<file path="src/rtl/fetch_queue.sv">
// fetch_queue: instruction-byte prefetch stage between the memory read port
// and the opcode decoder.
//
// Drives the fetch PC as a combinational memory read address, captures each
// returned byte together with its address into a small circular FIFO, and
// presents the head entry to the decoder over a valid/ready handshake. A
// redirect flushes the FIFO and restarts fetching at a new PC.
//
// Parameters:
//   QUEUE_DEPTH    number of byte entries (power of two, >= 2)
//   RESET_PC       fetch PC loaded on reset
//
// Ports:
//   clk             clock, all state on rising edge
//   rst             synchronous active-high reset
//   mem_addr        memory read address (the fetch PC register)
//   mem_data        memory read data for mem_addr, valid in the same cycle
//   fetch_hold      suppress push and PC increment this cycle
//   redirect_valid  flush the queue and reload the fetch PC
//   redirect_pc     new fetch PC
//   op_valid        head entry available
//   op_ready        decoder accepts the head entry
//   op_data         head byte (zero when empty)
//   op_pc           head byte address (zero when empty)
//   fetched_cnt     bytes delivered to the decoder (stats build only)
//   redirect_cnt    redirects taken, saturating (stats build only)
//
// Build option: define FETCH_STATS_EN to include the delivery/redirect
// counters; otherwise fetched_cnt and redirect_cnt are tied to zero.

module fetch_queue #(
    parameter int unsigned QUEUE_DEPTH = 4,
    parameter logic [15:0] RESET_PC    = 16'h0000
) (
    input  logic        clk,
    input  logic        rst,
    output logic [15:0] mem_addr,
    input  logic [7:0]  mem_data,
    input  logic        fetch_hold,
    input  logic        redirect_valid,
    input  logic [15:0] redirect_pc,
    output logic        op_valid,
    input  logic        op_ready,
    output logic [7:0]  op_data,
    output logic [15:0] op_pc,
    output logic [15:0] fetched_cnt,
    output logic [7:0]  redirect_cnt
);

    localparam int unsigned PTR_W = (QUEUE_DEPTH > 1) ? $clog2(QUEUE_DEPTH) : 1;
    localparam int unsigned CNT_W = $clog2(QUEUE_DEPTH + 1);

    typedef struct packed {
        logic [15:0] pc;
        logic [7:0]  data;
    } entry_t;

    entry_t             entries_q [QUEUE_DEPTH];
    logic [PTR_W-1:0]   rd_ptr;
    logic [PTR_W-1:0]   wr_ptr;
    logic [CNT_W-1:0]   count;
    logic [15:0]        fetch_pc;
    entry_t             head_q;

    logic               pop;
    logic               push;
    logic [PTR_W-1:0]   rd_nxt;
    logic [PTR_W-1:0]   wr_nxt;
    logic [CNT_W-1:0]   cnt_nxt;
    logic [15:0]        pc_nxt;
    entry_t             head_nxt;
    entry_t             new_entry;

    // Next-state for pointers, occupancy, fetch PC and the registered head view.
    always_comb begin
        pop       = (count != '0) && op_ready;
        push      = !redirect_valid && !fetch_hold &&
                    ((count < CNT_W'(QUEUE_DEPTH)) || pop);
        new_entry = '{pc: fetch_pc, data: mem_data};
        rd_nxt    = rd_ptr;
        wr_nxt    = wr_ptr;
        cnt_nxt   = count;
        pc_nxt    = fetch_pc;
        head_nxt  = '0;

        if (redirect_valid) begin
            rd_nxt  = wr_ptr;
            cnt_nxt = '0;
            pc_nxt  = redirect_pc;
        end else begin
            if (pop) begin
                rd_nxt = PTR_W'(rd_ptr + 1'b1);
            end
            if (push) begin
                wr_nxt = PTR_W'(wr_ptr + 1'b1);
                pc_nxt = 16'(fetch_pc + 16'd1);
            end
            if (push && !pop) begin
                cnt_nxt = CNT_W'(count + 1'b1);
            end else if (pop && !push) begin
                cnt_nxt = CNT_W'(count - 1'b1);
            end
        end

        // The next head is the entry being written now when it lands at the
        // new read pointer (queue was empty, or drained to empty by this pop).
        if (cnt_nxt == '0) begin
            head_nxt = '0;
        end else if (push && (rd_nxt == wr_ptr)) begin
            head_nxt = new_entry;
        end else begin
            head_nxt = entries_q[rd_nxt];
        end
    end

    // Control state and registered decoder-facing outputs.
    always_ff @(posedge clk) begin
        if (rst) begin
            rd_ptr   <= '0;
            wr_ptr   <= '0;
            count    <= '0;
            fetch_pc <= RESET_PC;
            head_q   <= '0;
            op_valid <= 1'b0;
        end else begin
            rd_ptr   <= rd_nxt;
            wr_ptr   <= wr_nxt;
            count    <= cnt_nxt;
            fetch_pc <= pc_nxt;
            head_q   <= head_nxt;
            op_valid <= (cnt_nxt != '0);
        end
    end

    // Entry storage; contents are don't-care until written, empty reads are masked.
    always_ff @(posedge clk) begin
        if (push && !rst) begin
            entries_q[wr_ptr] <= new_entry;
        end
    end

    assign mem_addr = fetch_pc;
    assign op_data  = head_q.data;
    assign op_pc    = head_q.pc;

`ifdef FETCH_STATS_EN
    logic [15:0] fetched_q;
    logic [7:0]  redirect_q;

    // Delivery counter wraps; redirect counter saturates.
    always_ff @(posedge clk) begin
        if (rst) begin
            fetched_q  <= '0;
            redirect_q <= '0;
        end else begin
            if (pop) begin
                fetched_q <= 16'(fetched_q + 16'd1);
            end
            if (redirect_valid && (redirect_q != 8'hFF)) begin
                redirect_q <= 8'(redirect_q + 8'd1);
            end
        end
    end

    assign fetched_cnt  = fetched_q;
    assign redirect_cnt = redirect_q;
`else
    assign fetched_cnt  = 16'h0000;
    assign redirect_cnt = 8'h00;
`endif

endmodule
</file>
<file path="config.mk">
export PLATFORM = sky130hd
export DESIGN_NAME = fetch_queue
export DESIGN_NICKNAME = d
export VERILOG_FILES = /design/src/rtl/fetch_queue.sv
export SDC_FILE = /design/constraint.sdc
export NUM_CORES = 1
export LEC_CHECK = 0
export ABC_AREA = 1
export CAP_MARGIN = 20
export CORE_MARGIN = 3
export CORE_UTILIZATION = 45
export CTS_CLUSTER_SIZE = 12
export DETAILED_ROUTE_END_ITERATION = 10
export GPL_ROUTABILITY_DRIVEN = 0
export PLACE_DENSITY = 0.75
export SLEW_MARGIN = 20
export SYNTH_ARGS = -nofsm -noshare
export SYNTH_HDL_FRONTEND = slang
export SYNTH_SLANG_ARGS = --single-unit
</file>
<file path="constraint.sdc">
create_clock -name clk -period 5 [get_ports clk]
set_clock_uncertainty 0.15 [all_clocks]
set_input_delay 1 -clock clk [delete_from_list [all_inputs] [get_ports clk]]
set_output_delay 1 -clock clk [all_outputs]
set_load 0.1 [all_outputs]
</file>
==> metrics.md <==
| Metric | Value |
|---|---|
| Status | completed |
| Least-Margin Pin Slew | 0.990 ns |
| Detailed placement HPWL | around 10 mm |
| Xor/xnor cell area share of the yosys netlist | 0.256% |
| Top-level port count | 94 |
| Source-to-sink clock delay at the later pin of the worst-skew pair | 0.43 ns |
| Power Density | roughly 390 nW/um^2 |
| Number of core rows | 44 |
| Clk sink count | 144 |
| Final Hold Violating Endpoints | 0 |
| Max stage delay cell, worst path | sky130_fd_sc_hd__clkdlybuf4s50_1 |
| Clock tree from TritonCTS | built |
| Share of flip-flops with an asynchronous set or reset after synthesis | 0% |
| Largest buffer count on any clock path | 2 |
| Cts repair resizes | 0 |
| DRT antenna net count | 0 |
| Sw power | 971 uW |
| Post-synthesis share of cell area spent on and, or, nand and nor gates | 26.1% |
| Netlist Area Pre-Place | ~6800 sq um |
| Number of antenna violations at the first check in global routing | 0 |
| Via count of the first global-routing pass | slightly below 5000 |
| Remaining routing DRC violations | 0 |
| Design area | 8100 sq um |
| Post-route setup TNS | 0 ns |
| Synthesized area divided by synthesized cell count | 8.98 sq um |
| Leading cell type by number of instances after synthesis | sky130_fd_sc_hd__nand2_1 |
| Fin worst setup slack | 1.44 ns |
| Post-place instance area | 7560 sq um |
| Wire length of the first global-routing pass | 25.8 mm |
| Crit path top cell by count | sky130_fd_sc_hd__nand2_1 |
| # nets final | 861 |
| Number of standard cells after synthesis | 762 |
| Pin count of the biggest net entering global routing | 50 |
| Flip-flop cell with the highest count after synthesis | sky130_fd_sc_hd__edfxtp_1 |
| Number of setup buffers added after CTS | 0 |
| Ratio of cells with drive above 1 in the final layout | around 7.3% |
| Total of warnings raised by yosys | 0 |
| Cell taking the most area after synthesis | sky130_fd_sc_hd__edfxtp_1 |
| Clock-pin slew of the registers on the worst-case setup and hold paths | approximately 0.05 ns |
| Gr ovfl total | 0 |
| Nature of the critical path startpoint | input port |
| Worst setup EP type | register |
| H-tree lvl count | 4 |
| Worst-path maximum fanout | 16 |
| Setup repair after global routing missed its margin | no |
| Most frequent cells after synthesis | sky130_fd_sc_hd__nand2_1, sky130_fd_sc_hd__nand3_1, sky130_fd_sc_hd__inv_1 |
| Top area cells in the synthesized netlist | sky130_fd_sc_hd__edfxtp_1, sky130_fd_sc_hd__dfxtp_1, sky130_fd_sc_hd__nand3_1, sky130_fd_sc_hd__nand2_1, sky130_fd_sc_hd__inv_1 |
| Biggest cell delay along the critical path | 0.61 ns |
| Chip width | 129 microns |
| Category of cells accounting for the largest share of critical-path delay | simple AND/OR/NAND/NOR gates |
| Maximum capacitance violations | 0 |
| Die H | 129 microns |
| Sequential fraction of the synthesis area | 56.2% |
| Switching Share | 31.1% |
| Initial DRC count | 616 |
| Post-cts hold buffer count | 0 |
| Endpoint arrival time on the critical path | 3.71 ns |
| Area share of the largest cell type after synthesis | 42.1% |
| Post-synthesis cell type count | 34 |
| 1st-pass router iterations | 5 |
| Internal power consumption | 2.15 mW |
| Leakage power figure | 3.39 nW |
| Fillcell total | 1260 |
| EDFF count, synth | 96 |
| DP Worst Slack | 1.10 ns |
| Number of port buffers | 69 |
| Maximum vdd ir drop | 244 uV |
| Final-report max-slew violation count | 0 |
| Routed wire per std cell | 16.1 microns |
| Headroom to the max-slew limit | 33.8% |
| Num CTS Buffers | 17 |
| Combinational fraction of design power | 19.7% |
| Routed vias | 5351 |
| Area of the core region | 14700 sq um |
| CP cell instances | clkdlybuf4s50_1, nor2_2, nand2_4, inv_1, nand2_1, nand2_1, nand2_1, nand3_1, nand3_2, nand2_2, a21oi_1 |
| Final critical path time including I/O delays and setup | 3.56 ns |
| Fmax | 0.281 GHz |
| Synth Register Bits | 144 |
| Synth-to-layout area growth | 18.4% |
| Crit share post-route | 71.2% |
| N_diodes | 0 |
| Multiplexer fraction of the synthesized cell area | 0% |
| Share of total power in the clock network | 37.1% |
| Share of the synthesized area in compound gates (AO/OA/AOI/OAI) | 3.97% |
| Dominant combinational cell family by area after synthesis | simple AND/OR/NAND/NOR gates |
| Data required time of the critical path | 5.15 ns |
| Worst hold slack across all endpoints | 0.411 ns |
| Effective utilization at floorplan | a little under half |
| Root buf cell | sky130_fd_sc_hd__clkbuf_16 |
| Die Outline Area | ~17000 sq um |
| Via/cell ratio | 5.24 |
| Type of the worst setup path | input port to register |
| Adder-cell area share of the yosys netlist | 1.46% |
| Worst min-delay path category | register to register |
| CP Buf/Inv Count | 2 |
| Final WL | 16.4 mm |
| Global router's overall resource usage | around a fifth |
| Portion of total power attributed to sequential cells | 43.2% |
| Endpoints failing setup | 0 |
==> stage by stage <==
stage | utilization, % | std cells | power (mW)
after floorplan | - | 785 | 1.86
after global placement | 51.4 | 989 | 1.98
after detailed placement | 51.4 | 989 | 1.98
after CTS | 55.1 | 1021 | 3.14
after global routing | 55.1 | 1021 | 3.23
final | 55.1 | 1021 | 3.13
==> flip-flops by register name, summed over array words and instances, names as in the netlist <==
| register | flops |
|---|---|
| rd_ptr | 2 |
| op_pc | 16 |
| op_data | 8 |
| count | 3 |
| mem_addr | 16 |
| wr_ptr | 2 |
| op_valid | 1 |
| entries_q | 96 |
==> placed cells by master (no fill, tap or decap), types with 2 or more instances in the layout <==
cell type / count
sky130_fd_sc_hd__nand2_1: 143
sky130_fd_sc_hd__nand3_1: 132
sky130_fd_sc_hd__inv_1: 115
sky130_fd_sc_hd__edfxtp_1: 96
sky130_fd_sc_hd__clkdlybuf4s50_1: 69
sky130_fd_sc_hd__dfxtp_1: 48
sky130_fd_sc_hd__nor2_1: 45
sky130_fd_sc_hd__nand3b_1: 30
sky130_fd_sc_hd__conb_1: 24
sky130_fd_sc_hd__a21oi_1: 20
sky130_fd_sc_hd__o21ai_0: 19
sky130_fd_sc_hd__clkbuf_16: 18
sky130_fd_sc_hd__nand2_2: 8
sky130_fd_sc_hd__ha_1: 8
sky130_fd_sc_hd__buf_4: 8
sky130_fd_sc_hd__inv_2: 6
sky130_fd_sc_hd__a31oi_1: 6
sky130_fd_sc_hd__clkbuf_1: 6
sky130_fd_sc_hd__nor2_2: 5
sky130_fd_sc_hd__nand4_1: 4
sky130_fd_sc_hd__clkinv_2: 4
sky130_fd_sc_hd__nor3_1: 3
sky130_fd_sc_hd__clkbuf_8: 3
sky130_fd_sc_hd__nand2_4: 2
sky130_fd_sc_hd__xor2_1: 2
sky130_fd_sc_hd__nand3_2: 2
==> power groups by stage <==
| stage | Combinational (mW) | Clock [mW] | Sequential (mW) |
|---|---|---|---|
| final | 0.614 | 1.16 | 1.35 |
| after global routing | 0.652 | 1.22 | 1.35 |
| after CTS | 0.612 | 1.17 | 1.35 |
| after detailed placement | 0.610 | 0 | 1.37 |
| after global placement | 0.608 | 0 | 1.37 |
| after floorplan | 0.302 | 0 | 1.56 |
==> cell type report <==
type | count | area, sq um | share of cell area [%]
Timing Repair Buffer | 77 | 751 | 9.26
Clock buffer | 27 | 514 | 6.35
Clock inverter | 5 | 28.8 | 0.355
Inverter | 123 | 464 | 5.73
Sequential cell | 144 | 3840 | 47.4
Tap cell | 184 | 230 | 2.84
Multi-Input combinational cell | 461 | 2270 | 28.0
==> routing by layer <==
| metal | track usage, % | part of all wire (%) | wire length [microns] |
|---|---|---|---|
| met5 | 0 | 0 | 0 |
| met4 | 8.59 | 2.6 | 423 |
| met3 | 4.37 | 7.0 | 1150 |
| met2 | 32.2 | 48 | 7890 |
| met1 | 26.4 | 42 | 6940 |
==> cell families after synthesis <==
| family | count (synthesis) |
|---|---|
| compound gates | 50 |
| xor+xnor | 2 |
| fa+ha+maj | 8 |
| buf+inv | 180 |
| flops | 144 |
| other cells | 1 |
| simple gates | 377 |
==> path summary, 6_finish.rpt <==
path,start,to,slack (ns),depth (start not counted)
worst max-delay path,redirect_valid,op_pc[14],1.44,11
worst min-delay path,mem_addr[13],entries_q[2][21],0.41,0
worst max register to register,count[0],op_pc[13],1.96,12
worst min register to register,mem_addr[13],entries_q[2][21],0.41,0
Power figures use the tool's default switching activity.
